### config.mk
export PLATFORM = sky130hd
export DESIGN_NAME = dac_waveform_sequencer
export DESIGN_NICKNAME = d
export VERILOG_FILES = /design/src/rtl/dac_seq_pkg.sv /design/src/rtl/dac_sample_ram.sv /design/src/rtl/dac_waveform_sequencer.sv
export SDC_FILE = /design/constraint.sdc
export NUM_CORES = 2
export LEC_CHECK = 0
export BUFFER_PORTS_ARGS = -buffer_cell sky130_fd_sc_hd__buf_2
export CAP_MARGIN = 0
export CORE_MARGIN = 5
export CORE_UTILIZATION = 51
export DETAILED_ROUTE_END_ITERATION = 8
export GPL_TIMING_DRIVEN = 0
export PLACE_DENSITY_LB_ADDON = 0.15
export SLEW_MARGIN = 40
export SYNTH_ARGS = -nofsm -noshare
export SYNTH_HDL_FRONTEND = slang
export SYNTH_HIERARCHICAL = 1
export SYNTH_SLANG_ARGS = --single-unit
### constraint.sdc
create_clock -name clk -period 4.5 [get_ports clk]
set_input_delay 0.45 -clock clk [delete_from_list [all_inputs] [get_ports clk]]
set_output_delay 0.45 -clock clk [all_outputs]
set_load 0.01 [all_outputs]
### src/rtl/dac_seq_pkg.sv
// Shared definitions for the DAC waveform sequencer.
//   - default datapath widths
//   - state encoding (also exported on o2_state)
//   - midscale code driven to the DAC whenever no waveform is playing
package dac_seq_pkg;

  localparam int DAC_DATA_W   = 14;
  localparam int DAC_ADDR_W   = 7;
  localparam int DAC_SETTLE_W = 24;

  typedef enum logic [1:0] {
    ST_IDLE   = 2'd0,
    ST_SETTLE = 2'd1,
    ST_ARMED  = 2'd2,
    ST_PLAY   = 2'd3
  } state_t;

  // Two's complement zero is midscale for the DAC.
  localparam int MIDSCALE = 0;

endpackage

### src/rtl/dac_sample_ram.sv
// Sample RAM: simple dual-port, one write port and one synchronous read port.
//   clk      : clock
//   rst      : async active-low reset (read register only, contents untouched)
//   wr_en    : write strobe
//   wr_addr  : write address
//   wr_data  : write data
//   rd_en    : load read register from mem[rd_addr]
//   rd_clr   : load read register with CLR_VAL (ignored when rd_en)
//   rd_addr  : read address
//   rd_data  : registered read data, doubles as the DAC output register
// Same-address write/read in one cycle returns the old contents.
module dac_sample_ram #(
  parameter int              DATA_W  = 14,
  parameter int              ADDR_W  = 7,
  parameter logic [DATA_W-1:0] CLR_VAL = '0
) (
  input  logic              clk,
  input  logic              rst,
  input  logic              wr_en,
  input  logic [ADDR_W-1:0] wr_addr,
  input  logic [DATA_W-1:0] wr_data,
  input  logic              rd_en,
  input  logic              rd_clr,
  input  logic [ADDR_W-1:0] rd_addr,
  output logic [DATA_W-1:0] rd_data
);

  logic [DATA_W-1:0] mem [2**ADDR_W];

  always_ff @(posedge clk) begin
    if (wr_en) mem[wr_addr] <= wr_data;
  end

  // Both processes see pre-edge mem, which gives read-first ordering.
  always_ff @(posedge clk or negedge rst) begin
    if (!rst)        rd_data <= CLR_VAL;
    else if (rd_en)  rd_data <= mem[rd_addr];
    else if (rd_clr) rd_data <= CLR_VAL;
  end

endmodule

### src/rtl/dac_waveform_sequencer.sv
// DAC waveform sequencer: loadable sample RAM, relay settle delay, triggered
// prescaled playback for a programmed loop count.
//   clk / rst          : clock, async active-low reset
//   i_wr_en, i7_wr_addr, is14_wr_data : sample RAM write port (always live)
//   i_start / i_stop   : start request / abort (levels, sampled)
//   i_trig             : playback trigger, sampled in ARMED
//   i7_last_index, i32_prescaler, i16_loops, i24_settle : config, latched on start
//   os14_data          : registered sample to DAC channel
//   o_data_valid       : pulse when os14_data takes a new sample
//   or_relay           : DAC output relay enable
//   o_busy, o_done, o2_state : status
module dac_waveform_sequencer
  import dac_seq_pkg::*;
#(
  parameter int DATA_W   = DAC_DATA_W,
  parameter int ADDR_W   = DAC_ADDR_W,
  parameter int SETTLE_W = DAC_SETTLE_W
) (
  input  logic                clk,
  input  logic                rst,
  input  logic                i_wr_en,
  input  logic [ADDR_W-1:0]   i7_wr_addr,
  input  logic [DATA_W-1:0]   is14_wr_data,
  input  logic                i_start,
  input  logic                i_stop,
  input  logic                i_trig,
  input  logic [ADDR_W-1:0]   i7_last_index,
  input  logic [31:0]         i32_prescaler,
  input  logic [15:0]         i16_loops,
  input  logic [SETTLE_W-1:0] i24_settle,
  output logic [DATA_W-1:0]   os14_data,
  output logic                o_data_valid,
  output logic                or_relay,
  output logic                o_busy,
  output logic                o_done,
  output logic [1:0]          o2_state
);

  localparam int SW1 = SETTLE_W + 1;

  typedef struct packed {
    logic [ADDR_W-1:0]   last_index;
    logic [31:0]         prescaler;
    logic [15:0]         loops;
    logic [SETTLE_W-1:0] settle;
  } cfg_t;

  state_t              state_q, state_d;
  cfg_t                cfg_q, cfg_d;
  logic [SETTLE_W-1:0] settle_cnt_q, settle_cnt_d;
  logic [31:0]         presc_q, presc_d;
  logic [ADDR_W-1:0]   idx_q, idx_d;
  logic [15:0]         loop_q, loop_d;
  logic                tick, finish;
  logic [0:0]          vld_pipe;
  logic                done_q, relay_q;
  logic [SW1-1:0]      settle_nxt;
  logic                settle_done;

  // settle=0 still spends one cycle in SETTLE: (cnt+1) >= settle is true at once.
  assign settle_nxt  = {1'b0, settle_cnt_q} + SW1'(1);
  assign settle_done = settle_nxt >= {1'b0, cfg_q.settle};

  always_comb begin
    state_d      = state_q;
    cfg_d        = cfg_q;
    settle_cnt_d = settle_cnt_q;
    presc_d      = presc_q;
    idx_d        = idx_q;
    loop_d       = loop_q;
    tick         = 1'b0;
    finish       = 1'b0;
    if (state_q != ST_IDLE && i_stop) begin
      // Abort outranks any tick in this cycle, so no read gets issued.
      state_d = ST_IDLE;
    end else begin
      case (state_q)
        ST_IDLE: begin
          if (i_start && !i_stop) begin
            cfg_d        = '{last_index: i7_last_index, prescaler: i32_prescaler,
                             loops: i16_loops, settle: i24_settle};
            settle_cnt_d = '0;
            state_d      = ST_SETTLE;
          end
        end
        ST_SETTLE: begin
          if (settle_done) state_d = ST_ARMED;
          else             settle_cnt_d = settle_nxt[SETTLE_W-1:0];
        end
        ST_ARMED: begin
          if (i_trig) begin
            state_d = ST_PLAY;
            idx_d   = '0;
            presc_d = '0;
            loop_d  = '0;
          end
        end
        ST_PLAY: begin
          if (presc_q == cfg_q.prescaler) begin
            tick    = 1'b1;
            presc_d = '0;
            if (idx_q == cfg_q.last_index) begin
              idx_d  = '0;
              loop_d = loop_q + 16'd1;
              if (cfg_q.loops != 16'd0 && loop_d == cfg_q.loops) begin
                finish  = 1'b1;
                state_d = ST_IDLE;
              end
            end else begin
              idx_d = idx_q + ADDR_W'(1);
            end
          end else begin
            presc_d = presc_q + 32'd1;
          end
        end
        default: state_d = ST_IDLE;
      endcase
    end
  end

  always_ff @(posedge clk or negedge rst) begin
    if (!rst) begin
      state_q      <= ST_IDLE;
      cfg_q        <= '0;
      settle_cnt_q <= '0;
      presc_q      <= '0;
      idx_q        <= '0;
      loop_q       <= '0;
      vld_pipe     <= '0;
      done_q       <= 1'b0;
      relay_q      <= 1'b0;
    end else begin
      state_q      <= state_d;
      cfg_q        <= cfg_d;
      settle_cnt_q <= settle_cnt_d;
      presc_q      <= presc_d;
      idx_q        <= idx_d;
      loop_q       <= loop_d;
      vld_pipe     <= tick;
      done_q       <= finish;
      // Relay stays on through the final-sample cycle and drops after it.
      relay_q      <= (state_d != ST_IDLE) || finish;
    end
  end

  // The RAM read register is the output register: loaded on a tick, held
  // between ticks while playing, forced to midscale otherwise.
  dac_sample_ram #(
    .DATA_W (DATA_W),
    .ADDR_W (ADDR_W),
    .CLR_VAL(DATA_W'(MIDSCALE))
  ) u_ram (
    .clk    (clk),
    .rst    (rst),
    .wr_en  (i_wr_en),
    .wr_addr(i7_wr_addr),
    .wr_data(is14_wr_data),
    .rd_en  (tick),
    .rd_clr (state_d != ST_PLAY),
    .rd_addr(idx_q),
    .rd_data(os14_data)
  );

  assign o_data_valid = vld_pipe[0];
  assign o_done       = done_q;
  assign or_relay     = relay_q;
  assign o_busy       = (state_q != ST_IDLE);
  assign o2_state     = state_q;

endmodule

==> impl_results.md <==
- Status: complete, no violations
- Skew final: roughly 0.041 ns
- Maximum VDD drop: roughly 0.40 mV
- Dpl cell area: roughly 85000 um2
- Seq pwr share: 0.532
- Net switching power: roughly 8.3 mW
- Initial Util: 0.512
- Synthesized area: 79900 um2
- Final worst slack: ~0.19 ns
- Worst slack at placement: -1.23 ns
- Hold_sp: is14_wr_data[9]
- DP HPWL: around 150 mm
- Die H: between 400 and 500 um
- Clock Latency Late Sink: just over 0.8 ns
- Vias/cell: 6.17
- Routed Antenna Nets: 0
- Crit share post-route: 0.959
- Number of global-route vias before repair: ~44k
- Register cell area after layout: roughly 58000 um2
- Rel. slew slack: 0.368
- Pre-antenna DRT Iters: 8
- Ys async rst share: 0.0899
- Syn Nets: around 4.7k
- Num CTS Buffers: slightly below 200
- Comb pwr share: 0.047
- Site Rows: 145
- Critical Path RT: just over 5 ns
- WHS: around 0.043 ns
- Hold WC Path Type: in -> reg
- Layout Nets: between 5k and 6k
- Worst-margin pin slew: about 0.95 ns
- First-pass GRT wire length: between 300 and 400 mm
- Avg WL per Cell: a little over 30 um
- Synth Register Bits: about 2.0k
- Internal power: 30.4 mW
- R2r setup slk: around 0.19 ns
- CP endpoint kind: register
- Hold Path Sink: u_ram/mem[105][9]$_DFFE_PP_
- Post-Syn Instances: about 4.6k
- GRT Total Usage: 0.268
- Yosys cell types: between 70 and 80
- Worst Reg-to-Reg Cells: 19
- Final Max Slew Viols: 0
- Avg Cell Area, Syn: approximately 18 um2
- Die ar.: ~160000 um2
- Post-synth top flop: edfxtp_1
- Crit Path Max Fanout: 7
- F_max: around 0.23 GHz
- Fin cells: about 7.3k
- Multi-input gate area: approximately 21000 um2
- Register area share after synthesis: 0.729
- Leak Pwr: between 20 and 30 nW
- Worst-path cell chain: ha_4 -> nand3_4 -> nor4_4 -> and3_4 -> xor2_2 -> ha_1 -> nand4_1 -> nor3_4 -> o221ai_2 -> a311oi_2 -> buf_4 -> o311ai_1 -> a31oi_1 -> nand2b_4 -> nor2_4 -> nand2_1 -> nand4b_1 -> a311oi_1 -> a311oi_1
- Clock power share: 0.421
- Core area: around 160000 um2
- Hold Vio Cnt, Final: 0
- Vias post-DR: between 40k and 50k
- PwrDens: 418 nW/um2
- Fill count: 11.5k
- I/O pins: 126
- Ys Warns: 6
- Cell area after layout: 92500 um2
- CP Class: reg -> reg
- Hold path cells: 1
- Initial DRC Count: about 5.0k
- Layout cells sized above 1: 0.215
- DP Cell Count: approximately 6.8k
- CTS tree: done
- Post-route DRC: 0
- CP peak stage delay: about 0.42 ns
- Largest net degree at the start of global routing: between 80 and 90
- Port Buffers: 120
- Max Cap Viol: 0
- Worst-path clk slew: about 0.06 ns
- CP arrival: between 4 and 5 ns
- # clock sinks: between 1.5k and 2k
- Crit-path slowest cell: dfrtp_2
- Min Tclk post-route: ~4.3 ns
- Critical R2R Launch: settle_cnt_q[1]$_DFFE_PN0P_
- Total grt overflow: 0
- Power Total: 38.6 mW
- Reg2Reg Capture Point: u_ram/rd_data[4]$_DFFE_PN0P_
- Root Driver: clkbuf_16
- CP most frequent cell: a311oi_1
- Switching part of the total: 0.214
- Wirelength, routed: between 200 and 250 mm
- Die Span X: 406 um
- GP Congestion: around 0.94
- Setup violators final: 0
- CTS H-tree lvls: 4
- Initial antenna violation count: 5
- Bufs on Longest Clock Path: 3
- Worst setup SP type: register
- EDFF count, synth: ~1.8k
- Area growth syn-to-layout: 15.7%
-- per-layer routing --
metal / part of all wire / wire [um] / track usage
met1: 0.41 / 91500 / 0.373
met2: 0.48 / 105000 / 0.429
met3: 0.075 / 16600 / 0.0528
met4: 0.037 / 8130 / 0.0877
met5: 0.00012 / 27 / 0
-- timing repair --
action	in CTS	in global routing
hold endpoints to repair	268	0
cloned	0	1
resized for setup	21	17
pin swaps	6	13
hold buffers	87	0
setup endpoints to repair	25	10
buffers inserted	6	6
-- cells in the final DEF (no fill, tap or decap), types with 37 or more instances in the layout --
master and count:
a21oi_1 103, mux2_2 55, inv_1 40, nand2_1 198, dfrtp_1 174, nor2_1 93
o22ai_1 85, xnor2_1 37, mux4_2 238, mux2i_1 441, nand4_1 42, nor2_4 105
clkbuf_16 203, buf_4 67, a22oi_1 98, o21ai_0 100, clkbuf_1 138, xor2_1 67
buf_2 168, dlygate4sd3_1 87, nand2b_1 44, nand3_1 97, o211ai_1 50, clkinv_1 41
edfxtp_1 1792
-- through the flow --
| step | utilization | TNS, ns |
|---|---|---|
| after detailed placement | 0.544 | -13.53 |
| after global routing | 0.593 | -0.165 |
| after CTS | 0.591 | 0 |
| final | 0.593 | 0 |
| after floorplan | - | 0 |
| after global placement | 0.533 | -29.45 |
-- worst max-delay path by stage --
stage | from | endpoint | slack (ns) | cells after the start
after detailed placement | settle_cnt_q[0]$_DFFE_PN0P_ | u_ram/rd_data[7]$_DFFE_PN0P_ | -1.23 | 19
after floorplan | settle_cnt_q[0]$_DFFE_PN0P_ | u_ram/rd_data[12]$_DFFE_PN0P_ | 0.63 | 20
final | settle_cnt_q[1]$_DFFE_PN0P_ | u_ram/rd_data[4]$_DFFE_PN0P_ | 0.19 | 19
after global placement | settle_cnt_q[0]$_DFFE_PN0P_ | u_ram/rd_data[7]$_DFFE_PN0P_ | -1.25 | 19
after CTS | settle_cnt_q[7]$_DFFE_PN0P_ | u_ram/rd_data[7]$_DFFE_PN0P_ | 0.0006 | 20
after global routing | settle_cnt_q[1]$_DFFE_PN0P_ | u_ram/rd_data[7]$_DFFE_PN0P_ | -0.05 | 19
-- registers in the layout (all words and copies together), names as in the netlist, 2 cells and up --
name           count
cfg_q             79
idx_q              7
loop_q            16
o2_state           2
presc_q           32
settle_cnt_q      24
u_ram/mem       1792
u_ram/rd_data     14
-- final cells by class --
class,count,area share
diodes,7,0.000189
plain buffers,267,0.0179
clock buffers,255,0.0581
clock inverters,112,0.0117
inverters,40,0.00162
multi-input cells,2287,0.226
flip-flops and latches,1969,0.630
well taps,2058,0.0278
repair buffers,261,0.0267
-- Yosys cell counts, types with 42 or more instances --
library cell,count,area share
o21ai_0,100,0.0063
o211ai_1,50,0.0047
nand2b_1,45,0.0035
clkbuf_1,109,0.0051
buf_4,44,0.0041
nor2_1,217,0.010
mux4_2,238,0.067
mux2_2,55,0.0078
nand4_1,42,0.0033
o22ai_1,85,0.0067
nand2_1,204,0.0096
a22oi_1,98,0.0092
nand3_1,101,0.0063
buf_2,57,0.0036
mux2i_1,441,0.055
xor2_1,69,0.0076
a21oi_1,103,0.0065
dfrtp_1,177,0.055
edfxtp_1,1792,0.67
-- kinds of logic after synthesis --
group                    after synthesis  synth area share
AO/OA/AOI/OAI                        613            0.0531
XOR/XNOR                             106            0.0116
adder cells (fa/ha/maj)               28           0.00438
buffers and inverters                308            0.0222
flip-flops                          1969             0.729
multiplexers                         734             0.130
AND/OR/NAND/NOR                      805            0.0499
-- power groups by stage --
stage	Combinational (mW)	Sequential, mW	Clock, mW
2_1_floorplan	0.898	20.8	0
3_3_place_gp	1.55	20.9	0
3_5_place_dp	1.69	20.9	0
4_1_cts	1.79	20.5	16.5
5_1_grt	1.98	20.6	17.3
6_report	1.81	20.5	16.3
-- worst max-delay path: cells and delay by family, from the launching register on --
family | cells | cell delay (ns)
AO/OA/AOI/OAI | 6 | 1.18
XOR/XNOR | 1 | 0.08
adder cells (fa/ha/maj) | 2 | 0.49
buffers and inverters | 1 | 0.17
flip-flops | 1 | 0.42
AND/OR/NAND/NOR | 9 | 1.80
Note: power is estimated with default switching activity, not from simulation.
